### config.mk
export PLATFORM = sky130hd
export DESIGN_NAME = mem_arbiter
export DESIGN_NICKNAME = d
export VERILOG_FILES = /design/src/rtl/mem_arbiter_pkg.sv /design/src/rtl/mem_arbiter_rr_arbiter2.sv /design/src/rtl/mem_arbiter.sv
export SDC_FILE = /design/constraint.sdc
export NUM_CORES = 1
export LEC_CHECK = 0
export BUFFER_PORTS_ARGS = -buffer_cell sky130_fd_sc_hd__buf_2
export CORE_UTILIZATION = 51
export DETAILED_ROUTE_END_ITERATION = 8
export HOLD_SLACK_MARGIN = 0.03
export PLACE_DENSITY = 0.83
export SLEW_MARGIN = 20
export SYNTH_ARGS = -nofsm -noshare
export SYNTH_HDL_FRONTEND = slang
export SYNTH_HIERARCHICAL = 1
export SYNTH_SLANG_ARGS = --single-unit
export TNS_END_PERCENT = 10
### constraint.sdc
create_clock -name clk -period 2.9 [get_ports clk]
set_input_delay 0 -clock clk [delete_from_list [all_inputs] [get_ports clk]]
set_output_delay 0 -clock clk [all_outputs]
set_load 0.1 [all_outputs]
### src/rtl/mem_arbiter_pkg.sv
// mem_arbiter_pkg: shared FSM state encoding, command polarity and default widths
package mem_arbiter_pkg;
    localparam int DEF_DATA_W = 32;
    localparam int DEF_ADDR_W = 8;
    localparam logic RW_WRITE = 1'b1;
    localparam logic RW_READ  = 1'b0;
    typedef enum logic [1:0] {ST_IDLE, ST_ISSUE, ST_WAIT, ST_DONE} state_t;
endpackage

### src/rtl/mem_arbiter_rr_arbiter2.sv
// rr_arbiter2: two-request round-robin grant
//   clk, rst_n : clock, async active-low reset (pointer -> port 0)
//   i_req      : request vector
//   i_update   : advance pointer away from i_last
//   i_last     : index of the port just served
//   o_grant    : one-hot grant (zero when no request)
module rr_arbiter2 (
    input  logic       clk,
    input  logic       rst_n,
    input  logic [1:0] i_req,
    input  logic       i_update,
    input  logic       i_last,
    output logic [1:0] o_grant
);
    logic r_ptr;
    always_ff @(posedge clk or negedge rst_n)
        if (!rst_n) r_ptr <= 1'b0;
        else if (i_update) r_ptr <= ~i_last;
    assign o_grant = (&i_req) ? (r_ptr ? 2'b10 : 2'b01) : i_req;
endmodule

### src/rtl/mem_arbiter.sv
// mem_arbiter: two-port round-robin controller for a single MEMORY block
//   clk, reset      : clock, async active-low reset
//   reqN/rwN/addrN/wdataN : requester N command, held until ackN
//   ackN, rdataN    : one-cycle completion pulse, last read data for port N
//   mem_din/addr/rw/valid, mem_dout : MEMORY command and read-data pins
//   busy            : high whenever the FSM is not idle
module mem_arbiter
    import mem_arbiter_pkg::*;
#(
    parameter int DATA_W   = DEF_DATA_W,
    parameter int ADDR_W   = DEF_ADDR_W,
    parameter int READ_LAT = 1
) (
    input  logic              clk,
    input  logic              reset,
    input  logic              req0,
    input  logic              rw0,
    input  logic [ADDR_W-1:0] addr0,
    input  logic [DATA_W-1:0] wdata0,
    output logic              ack0,
    output logic [DATA_W-1:0] rdata0,
    input  logic              req1,
    input  logic              rw1,
    input  logic [ADDR_W-1:0] addr1,
    input  logic [DATA_W-1:0] wdata1,
    output logic              ack1,
    output logic [DATA_W-1:0] rdata1,
    output logic [DATA_W-1:0] mem_din,
    output logic [ADDR_W-1:0] mem_addr,
    output logic              mem_rw,
    output logic              mem_valid,
    input  logic [DATA_W-1:0] mem_dout,
    output logic              busy
);
    state_t            r_state, w_next;
    logic              r_sel;
    logic [1:0]        r_cnt;
    logic [1:0]        w_grant;
    logic              r_rw;
    logic [ADDR_W-1:0] r_addr;
    logic [DATA_W-1:0] r_din, r_rd0, r_rd1;

    rr_arbiter2 u_rr (
        .clk      (clk),
        .rst_n    (reset),
        .i_req    ({req1, req0}),
        .i_update (r_state == ST_DONE),
        .i_last   (r_sel),
        .o_grant  (w_grant)
    );

    always_ff @(posedge clk or negedge reset)
        if (!reset) r_state <= ST_IDLE;
        else r_state <= w_next;

    always_comb begin
        w_next = r_state == ST_IDLE  ? (|w_grant ? ST_ISSUE : ST_IDLE) :
                 r_state == ST_ISSUE ? (r_rw == RW_WRITE ? ST_DONE : ST_WAIT) :
                 r_state == ST_WAIT  ? (r_cnt == 2'd0 ? ST_DONE : ST_WAIT) : ST_IDLE;
        mem_valid = r_state == ST_ISSUE;
        ack0      = r_state == ST_DONE && !r_sel;
        ack1      = r_state == ST_DONE && r_sel;
        busy      = r_state != ST_IDLE;
    end

    // Command registers change only on a new grant so MEMORY sees stable pins.
    always_ff @(posedge clk or negedge reset)
        if (!reset) begin
            r_sel  <= 1'b0;
            r_cnt  <= 2'd0;
            r_rw   <= RW_READ;
            r_addr <= '0;
            r_din  <= '0;
            r_rd0  <= '0;
            r_rd1  <= '0;
        end else begin
            if (r_state == ST_IDLE && |w_grant) begin
                r_sel  <= w_grant[1];
                r_rw   <= w_grant[1] ? rw1 : rw0;
                r_addr <= w_grant[1] ? addr1 : addr0;
                r_din  <= w_grant[1] ? wdata1 : wdata0;
            end
            if (r_state == ST_ISSUE) r_cnt <= 2'(READ_LAT - 1);
            else if (r_state == ST_WAIT) r_cnt <= r_cnt - 2'd1;
            if (r_state == ST_WAIT && r_cnt == 2'd0) begin
                if (r_sel) r_rd1 <= mem_dout;
                else r_rd0 <= mem_dout;
            end
        end

    assign mem_rw   = r_rw;
    assign mem_addr = r_addr;
    assign mem_din  = r_din;
    assign rdata0   = r_rd0;
    assign rdata1   = r_rd1;
endmodule

Yosys cells after proc, flatten, opt, wreduce, memory -nomap -nowiden
Cells that the tools add are included.
{"block": "word_totals", "wordCells": 40, "inputBits": 118, "mem_count": 0, "latch_bits": 0, "mem_bits_rw": 0, "romBits": 0, "out_inout_bits": 109, "regBits": 111}
{"block": "op_classes", "addsub": 1, "mux": 13, "n_lt_le_gt_ge": 0, "n_eq_ne": 3, "bitwise": 1, "n_div": 0, "n_reduce_logical": 13, "mul": 0, "shifts": 0}
{"cell": "two-way mux 32 bit", "count": 1}
{"cell": "two-way mux 2 bit", "count": 7}
{"cell": "two-way mux 8 bit", "count": 1}
{"cell": "AND reduction 2 bit", "count": 3}
{"cell": "equality test 2 bit (second input constant)", "count": 2}
{"cell": "logical AND 1 bit", "count": 4}
{"cell": "zero test 2 bit", "count": 2}
{"cell": "two-way mux 1 bit", "count": 4}
{"cell": "nonzero test 2 bit", "count": 2}
{"cell": "equality test 2 x 1 -> 1 bit (second input constant)", "count": 1}
{"cell": "OR reduction 2 bit", "count": 1}
{"cell": "subtractor 2 x 1 -> 2 bit (second input constant)", "count": 1}
{"cell": "zero test 1 bit", "count": 1}
{"cell": "NOT 1 bit", "count": 1}

Logic depth before layout (Yosys ltp)
Gate-level depths: netlist of run 1.
{"block": "depth", "word_depth": 5, "mapped_depth": 6, "ltp_nobuf": 4}

Modules after synthesis
The synthesis of run 1 kept the hierarchy.
{"mod": "mem_arbiter", "area_each_um2": 4875.9, "seq_area_each_um2": 2752.6, "n_inst": 1, "cells_per_inst": 295}
{"mod": "rr_arbiter2", "area_each_um2": 53.8, "seq_area_each_um2": 25.0, "n_inst": 1, "cells_per_inst": 5}

Worst setup path before layout of run 1
OpenSTA, ideal clock, no wires.
{"block": "synth_path", "path_kind": "reg-to-output", "startpoint": "register r_state[0]", "endpoint": "output port ack0", "stages_incl_launch_ff": 3, "t_required_ns": 2.900, "path_buffers": 0, "arrival_ns": 1.900, "path_slack_ns": 1.000, "path_cell_list": "dfrtp_1 ha_1 nor2b_1"}
{"block": "synth_between", "elab_chain_len": 2}
{"item": "start, declared", "line": "mem_arbiter.sv:35", "text": "state_t r_state, w_next;"}
{"item": "start signal, assigned", "line": "mem_arbiter.sv:54", "text": "else r_state <= w_next;"}
{"item": "equality test 2 bit", "line": "mem_arbiter.sv:61", "text": "ack0 = r_state == ST_DONE && !r_sel;"}
{"item": "logical AND 1 bit", "line": "mem_arbiter.sv:61"}
{"item": "end, declared", "line": "mem_arbiter.sv:20", "text": "output logic ack0,"}
No other way between the ends.

Final worst setup path of run 1
{"block": "layout_path", "startpoint": "register u_rr.r_ptr", "endpoint": "register r_rw, in the netlist mem_rw"}
{"block": "layout_between", "elab_chain_len": 4, "elab_cells_between_ends": 5}
{"item": "start, declared", "line": "mem_arbiter_rr_arbiter2.sv:15", "text": "logic r_ptr;"}
{"item": "start signal, assigned", "line": "mem_arbiter_rr_arbiter2.sv:18", "text": "else if (i_update) r_ptr <= ~i_last;"}
{"item": "two-way mux 2 bit (*) (2 in series)", "line": "mem_arbiter_rr_arbiter2.sv:19", "text": "assign o_grant = (&i_req) ? (r_ptr ? 2'b10 : 2'b01) : i_req;"}
{"item": "named net w_grant[1]", "line": "mem_arbiter.sv:38", "text": "logic [1:0] w_grant;"}
{"item": "OR reduction 2 bit", "line": "mem_arbiter.sv:77", "text": "if (r_state == ST_IDLE && |w_grant) begin"}
{"item": "logical AND 1 bit", "line": "mem_arbiter.sv:77"}
{"item": "end signal, assigned", "line": "mem_arbiter.sv:79", "text": "r_rw <= w_grant[1] ? rw1 : rw0;"}
{"item": "end, declared", "line": "mem_arbiter.sv:39", "text": "logic r_rw;"}
Mark *: on every way through the listed nets, which the timed path passes. The rest lies on a longest branch.
A chain may end at the register's enable or synchronous reset.

==> flow_summary.yaml, run 1 <==
timing:
  post-route-period-util: 0.912
  tns_ns: 0
  setup_slack_ns: 0.254
  hold_viol: 0
  slew_violations: 0
  worst_pin_slew_ns: 0.891
  clock.fmax_mhz: 378
  skew_ns: 0.0176
  relSlewSlack: 0.403
  finalCriticalPeriod_ns: 2.65
  grt_setup_unrepaired: "false"
  finalSetupViolCount: 0
detailed_routing:
  wl_per_cell_um: 18.0
  drtIter0Drc: 64
  antenna_left: 0
  drc: 0
  wirelength_mm: 14.0
  wl_met1_mm: 5.04
  wl_met3_mm: 1.07
  top_layer: "met4"
  drt_first_pass_iters: 4
  vias: 3881
  met2WireLength_mm: 7.53
  via_per_inst: 5.01
placed_design:
  place_area_um2: 6130
  dp_hpwl_mm: 7.89
  dp.cells: 644
  post-place-ws_ns: 0.771
  io_buffer_count: 226
  place.gp.congestion: 0.732
cells_and_area:
  layout_commonest_cell: "buf_2"
  num_antenna_cells: 0
  layout.cells.non_filler: 775
  drive_gt1_frac: 0.615
  final_cell_mix: "buf_2, dlygate4sd3_1, dfrtp_1"
  final_cell_area_um2: 7470
  area_growth_pct: 51.6
  layout.nets: 764
worst_setup_path:
  end_kind: "flop"
  arrival_ns: 2.89
  critPathLaunchType: "flop"
  criticalPathCategory: "flop to flop"
  crit_required_ns: 3.14
  reg2reg_from: "u_rr/r_ptr"
  r2r_cells: 6
  worst-path-max-fanout: 42
  reg2reg_to: "mem_rw"
  reg2reg_slack_ns: 0.25
worst_hold_path:
  holdPathEnd: "r_sel"
  worstHoldPathType: "input pin to flop"
  worstHoldStart: "req1"
  min_path_cells: 4
clock_tree:
  cts_buffers: 9
  clkLatencyLatePin_ns: 0.37
  path_clk_slew_ns: 0.10
  h-tree-depth: 3
  clockRootBuffer: "clkbuf_8"
  clk_path_buf_depth: 2
  cts.sinks: 111
  cts_tree: "done"
  cts_setup_buffers: 0
yosys:
  yosys_warnings: 6
  synthDominantCellAreaShare: 0.563
  synth-seq-cells: 111
  netlist.top_cell.by_area: "dfrtp_1"
  synth_area_leaders: "dfrtp_1, mux2_2, mux2_4"
  ys_seq_area_frac: 0.563
  synth_cell_types: 22
  synth_area_per_cell_um2: 16.4
  netlist_area_um2: 4930
  syn_nets: 423
  synthCells: 300
run_status:
  status: "finished clean"
grt:
  grt_remaining_overflow: 0
  grt_max_degree: 63
  antenna_found_initial: 0
  grt_usage: 0.287
  grt_pass1_wl_mm: 21.9
  grt_pass1_vias: 4360
die:
  die_width_um: 100
  fp.dieArea_um2: 10100
  initial_core_util: 0.531
  die_y_um: 100
  row_count: 35
  io_pins: 227
  core_area_um2: 9280
run:
  maxCapViolCount: 0
[flip-flops by register name (all words and copies together), names as in the netlist]
register,cells
mem_din,32
rdata0,32
rdata1,32
mem_addr,8
r_cnt,2
r_state,2
mem_rw,1
r_sel,1
u_rr/r_ptr,1
[worst max-delay path by stage]
stage	startpoint	slack [ns]	to
6_report	u_rr/r_ptr	0.25	mem_rw
5_1_grt	u_rr/r_ptr	0.18	mem_rw
2_1_floorplan	r_state[0]	1.0	ack0
4_1_cts	u_rr/r_ptr	0.30	mem_din[31]
3_5_place_dp	u_rr/r_ptr	0.77	mem_din[28]
3_3_place_gp	u_rr/r_ptr	0.83	mem_addr[4]
[through the flow]
stage                     utilization  hold slack, ns
final                           0.805           0.106
after global routing            0.805           0.141
after CTS                       0.805          0.0952
after detailed placement        0.661           0.126
after global placement          0.661           0.115
after floorplan                     -          -0.296
[cell usage after synthesis]
cell type,instances
nand3_1,1
mux2_4,39
ha_1,5
and2_1,1
mux2_2,107
buf_2,3
mux2i_1,1
nand3b_1,1
inv_1,6
a21boi_1,1
nor2b_1,1
buf_4,1
dfrtp_1,111
buf_6,11
or3b_2,2
nand2_1,2
o21ai_4,1
a21boi_0,1
nand3b_2,1
o21ai_0,2
a22o_1,1
o311ai_0,1
[cells by family after synthesis]
| logic type | synth area share |
|---|---|
| adder cells (fa/ha/maj) | 0.0127 |
| AND/OR/NAND/NOR | 0.0124 |
| flip-flops | 0.563 |
| buffers and inverters | 0.0343 |
| AO/OA/AOI/OAI | 0.0119 |
| multiplexers | 0.365 |
[worst max-delay path: stages (launching register included)]
cell and delay (ns):
dfrtp_1 0.36, inv_1 0.09, a21boi_4 0.20, buf_4 0.64
mux2_2 0.41, dlygate4sd3_1 0.56, mux2_2 0.26
[layout make-up]
type / count / area [um2]
clock buffer: 10 / 138
tap: 129 / 161
sequential: 111 / 2780
multi-input combinational: 168 / 1990
clock inverter: 6 / 51.3
timing repair buffer: 345 / 2330
fill: 512 / 1810
inverter: 6 / 22.5
[per-layer routing]
metal | track usage | vias to the layer above
met4 | 0.101 | 0
met1 | 0.310 | 1924
met5 | 0 | -
met3 | 0.0759 | 30
met2 | 0.537 | 179
li1 | - | 1748
[timing repair]
| action | 4_1_cts | 5_1_grt |
|---|---|---|
| resized for setup | 0 | 0 |
| endpoints found under the hold margin | 166 | 0 |
| hold buffers | 115 | 0 |
Power of run 1 is not shown: default switching activity piles up to over one toggle a cycle in this logic, so the estimate is an artifact.
==> run 2, diff against run 1 <==
--- a/config.mk
+++ b/config.mk
@@ -6,10 +6,11 @@
 export NUM_CORES = 1
 export LEC_CHECK = 0
 export BUFFER_PORTS_ARGS = -buffer_cell sky130_fd_sc_hd__buf_2
-export CORE_UTILIZATION = 51
+export CORE_ASPECT_RATIO = 0.5
+export CORE_UTILIZATION = 42
 export DETAILED_ROUTE_END_ITERATION = 8
 export HOLD_SLACK_MARGIN = 0.03
-export PLACE_DENSITY = 0.83
+export PLACE_DENSITY = 0.73
 export SLEW_MARGIN = 20
 export SYNTH_ARGS = -nofsm -noshare
 export SYNTH_HDL_FRONTEND = slang
==> constraint.sdc (replaced) <==
create_clock -name clk -period 2.3 [get_ports clk]
set_input_delay 0 -clock clk [delete_from_list [all_inputs] [get_ports clk]]
set_output_delay 0 -clock clk [all_outputs]
set_load 0.1 [all_outputs]
==> flow_summary.yaml, run 2 (same netlist as run 1, synthesis figures left out) <==
detailed_routing:
  wirelength_mm: 12.0
  vias: 3675
  drtIter0Drc: 131
  drt_first_pass_iters: 4
  antenna_left: 0
  via_per_inst: 4.55
  wl_per_cell_um: 14.9
  drc: 0
clock_tree:
  cts_setup_buffers: 0
  clk_path_buf_depth: 2
  cts.sinks: 111
  hold_buffers: 111
  clkLatencyLatePin_ns: 0.34
  path_clk_slew_ns: 0.07
  cts_tree: "done"
  clockRootBuffer: "clkbuf_16"
  h-tree-depth: 3
  cts_resized: 0
  cts_buffers: 9
placed_design:
  place_area_um2: 6240
  dp.cells: 679
  dp_hpwl_mm: 7.46
  place.gp.congestion: 0.730
  io_buffer_count: 226
worst_setup_path:
  criticalPathCategory: "flop to flop"
  worst-path-max-fanout: 14
  worstSetupEndpoint: "mem_addr[4]"
  reg2reg_slack_ns: 0.12
  worst_path_largest_cell_delay_ns: 0.57
  reg2reg_from: "u_rr/r_ptr"
  cp_slowest_cell: "dlygate4sd3_1"
  crit_required_ns: 2.53
  r2r_cells: 6
  reg2reg_to: "mem_addr[4]"
  end_kind: "flop"
  arrival_ns: 2.41
  startpoint: "u_rr/r_ptr"
  path_cells: "inv_1 -> a21boi_4 -> buf_4 -> mux2_4 -> dlygate4sd3_1 -> mux2_2"
  critPathLaunchType: "flop"
timing:
  slew_violations: 0
  skew_ns: 0.00516
  finalCriticalPeriod_ns: 2.18
  grt_setup_unrepaired: "false"
  tns_ns: 0
  worst_pin_slew_ns: 0.506
  finalSetupViolCount: 0
  relSlewSlack: 0.663
  clock.fmax_mhz: 458
  post-route-period-util: 0.949
  hold_viol: 0
die:
  row_count: 27
  core_area_um2: 11200
  die_width_um: 155
  initial_core_util: 0.440
  die_y_um: 78.6
  io_pins: 227
  fp.dieArea_um2: 12200
cells_and_area:
  final_cell_area_um2: 7660
  layout.nets: 765
  drive_gt1_frac: 0.618
  final_cell_mix: "buf_2, dlygate4sd3_1, dfrtp_1"
  num-fill-cells: 785
  area_growth_pct: 55.4
  layout.cells.non_filler: 807
  layout_commonest_cell: "buf_2"
run:
  maxCapViolCount: 0
worst_hold_path:
  worstHoldPathType: "input pin to flop"
  min_path_cells: 3
grt:
  grt_max_degree: 45
  antenna_found_initial: 1
  grt_pass1_wl_mm: 19.2
  grt_usage: 0.203
  grt_remaining_overflow: 0
  grt_pass1_vias: 4039
run_status:
  status: "finished clean"
-- run 2: cell count changes in the layout (fill, tap and decap cells not counted), sizes merged --
cell,previous run,this run
buf,230,235
dlygate4sd3,115,111
clkbuf,10,12
inv,9,7
bufinv,0,1
clkinv,1,0
diode,0,1
-- run 2: how the worst min path moves through the flow --
stage,from,end,slack [ns]
finish,wdata1[6],mem_din[6],0.04
floorplan,reset,mem_addr[0],-0.30
detailed placement,reset,mem_addr[5],0.008
global placement,reset,mem_addr[5],0.01
CTS,rw1,mem_rw,0.03
global route,wdata1[6],mem_din[6],0.03
-- run 2: final cells by class --
class                   instances  area, um2  area share
multi-input cells             168       1990       0.260
clock inverters                 4       53.8     0.00702
well taps                     159        199      0.0260
clock buffers                  12        246      0.0322
flip-flops and latches        111       2780       0.363
repair buffers                346       2360       0.308
inverters                       6       22.5     0.00294
diodes                          1       2.50    0.000327
-- run 2: worst max-delay path: cells and delay by family (launching register included) --
kind	cells	cell delay (ns)
buffers and inverters	3	0.94
multiplexers	2	0.59
flip-flops	1	0.34
AO/OA/AOI/OAI	1	0.19
-- run 2: per-stage QoR --
step | utilization | setup WS [ns] | hold WS (ns)
detailed placement | 0.557 | 0.570 | 0.00782
finish | 0.683 | 0.117 | 0.0390
floorplan | - | 0.400 | -0.296
global placement | 0.557 | 0.604 | 0.0109
global route | 0.683 | 0.0573 | 0.0328
CTS | 0.683 | 0.140 | 0.0313
-- run 2: layer usage --
| metal | vias to the layer above | part of all wire | track usage |
|---|---|---|---|
| met5 | - | 0 | 0 |
| met4 | 0 | 0.024 | 0.0814 |
| met3 | 24 | 0.037 | 0.0431 |
| li1 | 1748 | - | - |
| met1 | 1799 | 0.39 | 0.214 |
| met2 | 104 | 0.55 | 0.395 |
Power of run 2 is left out for the same reason.
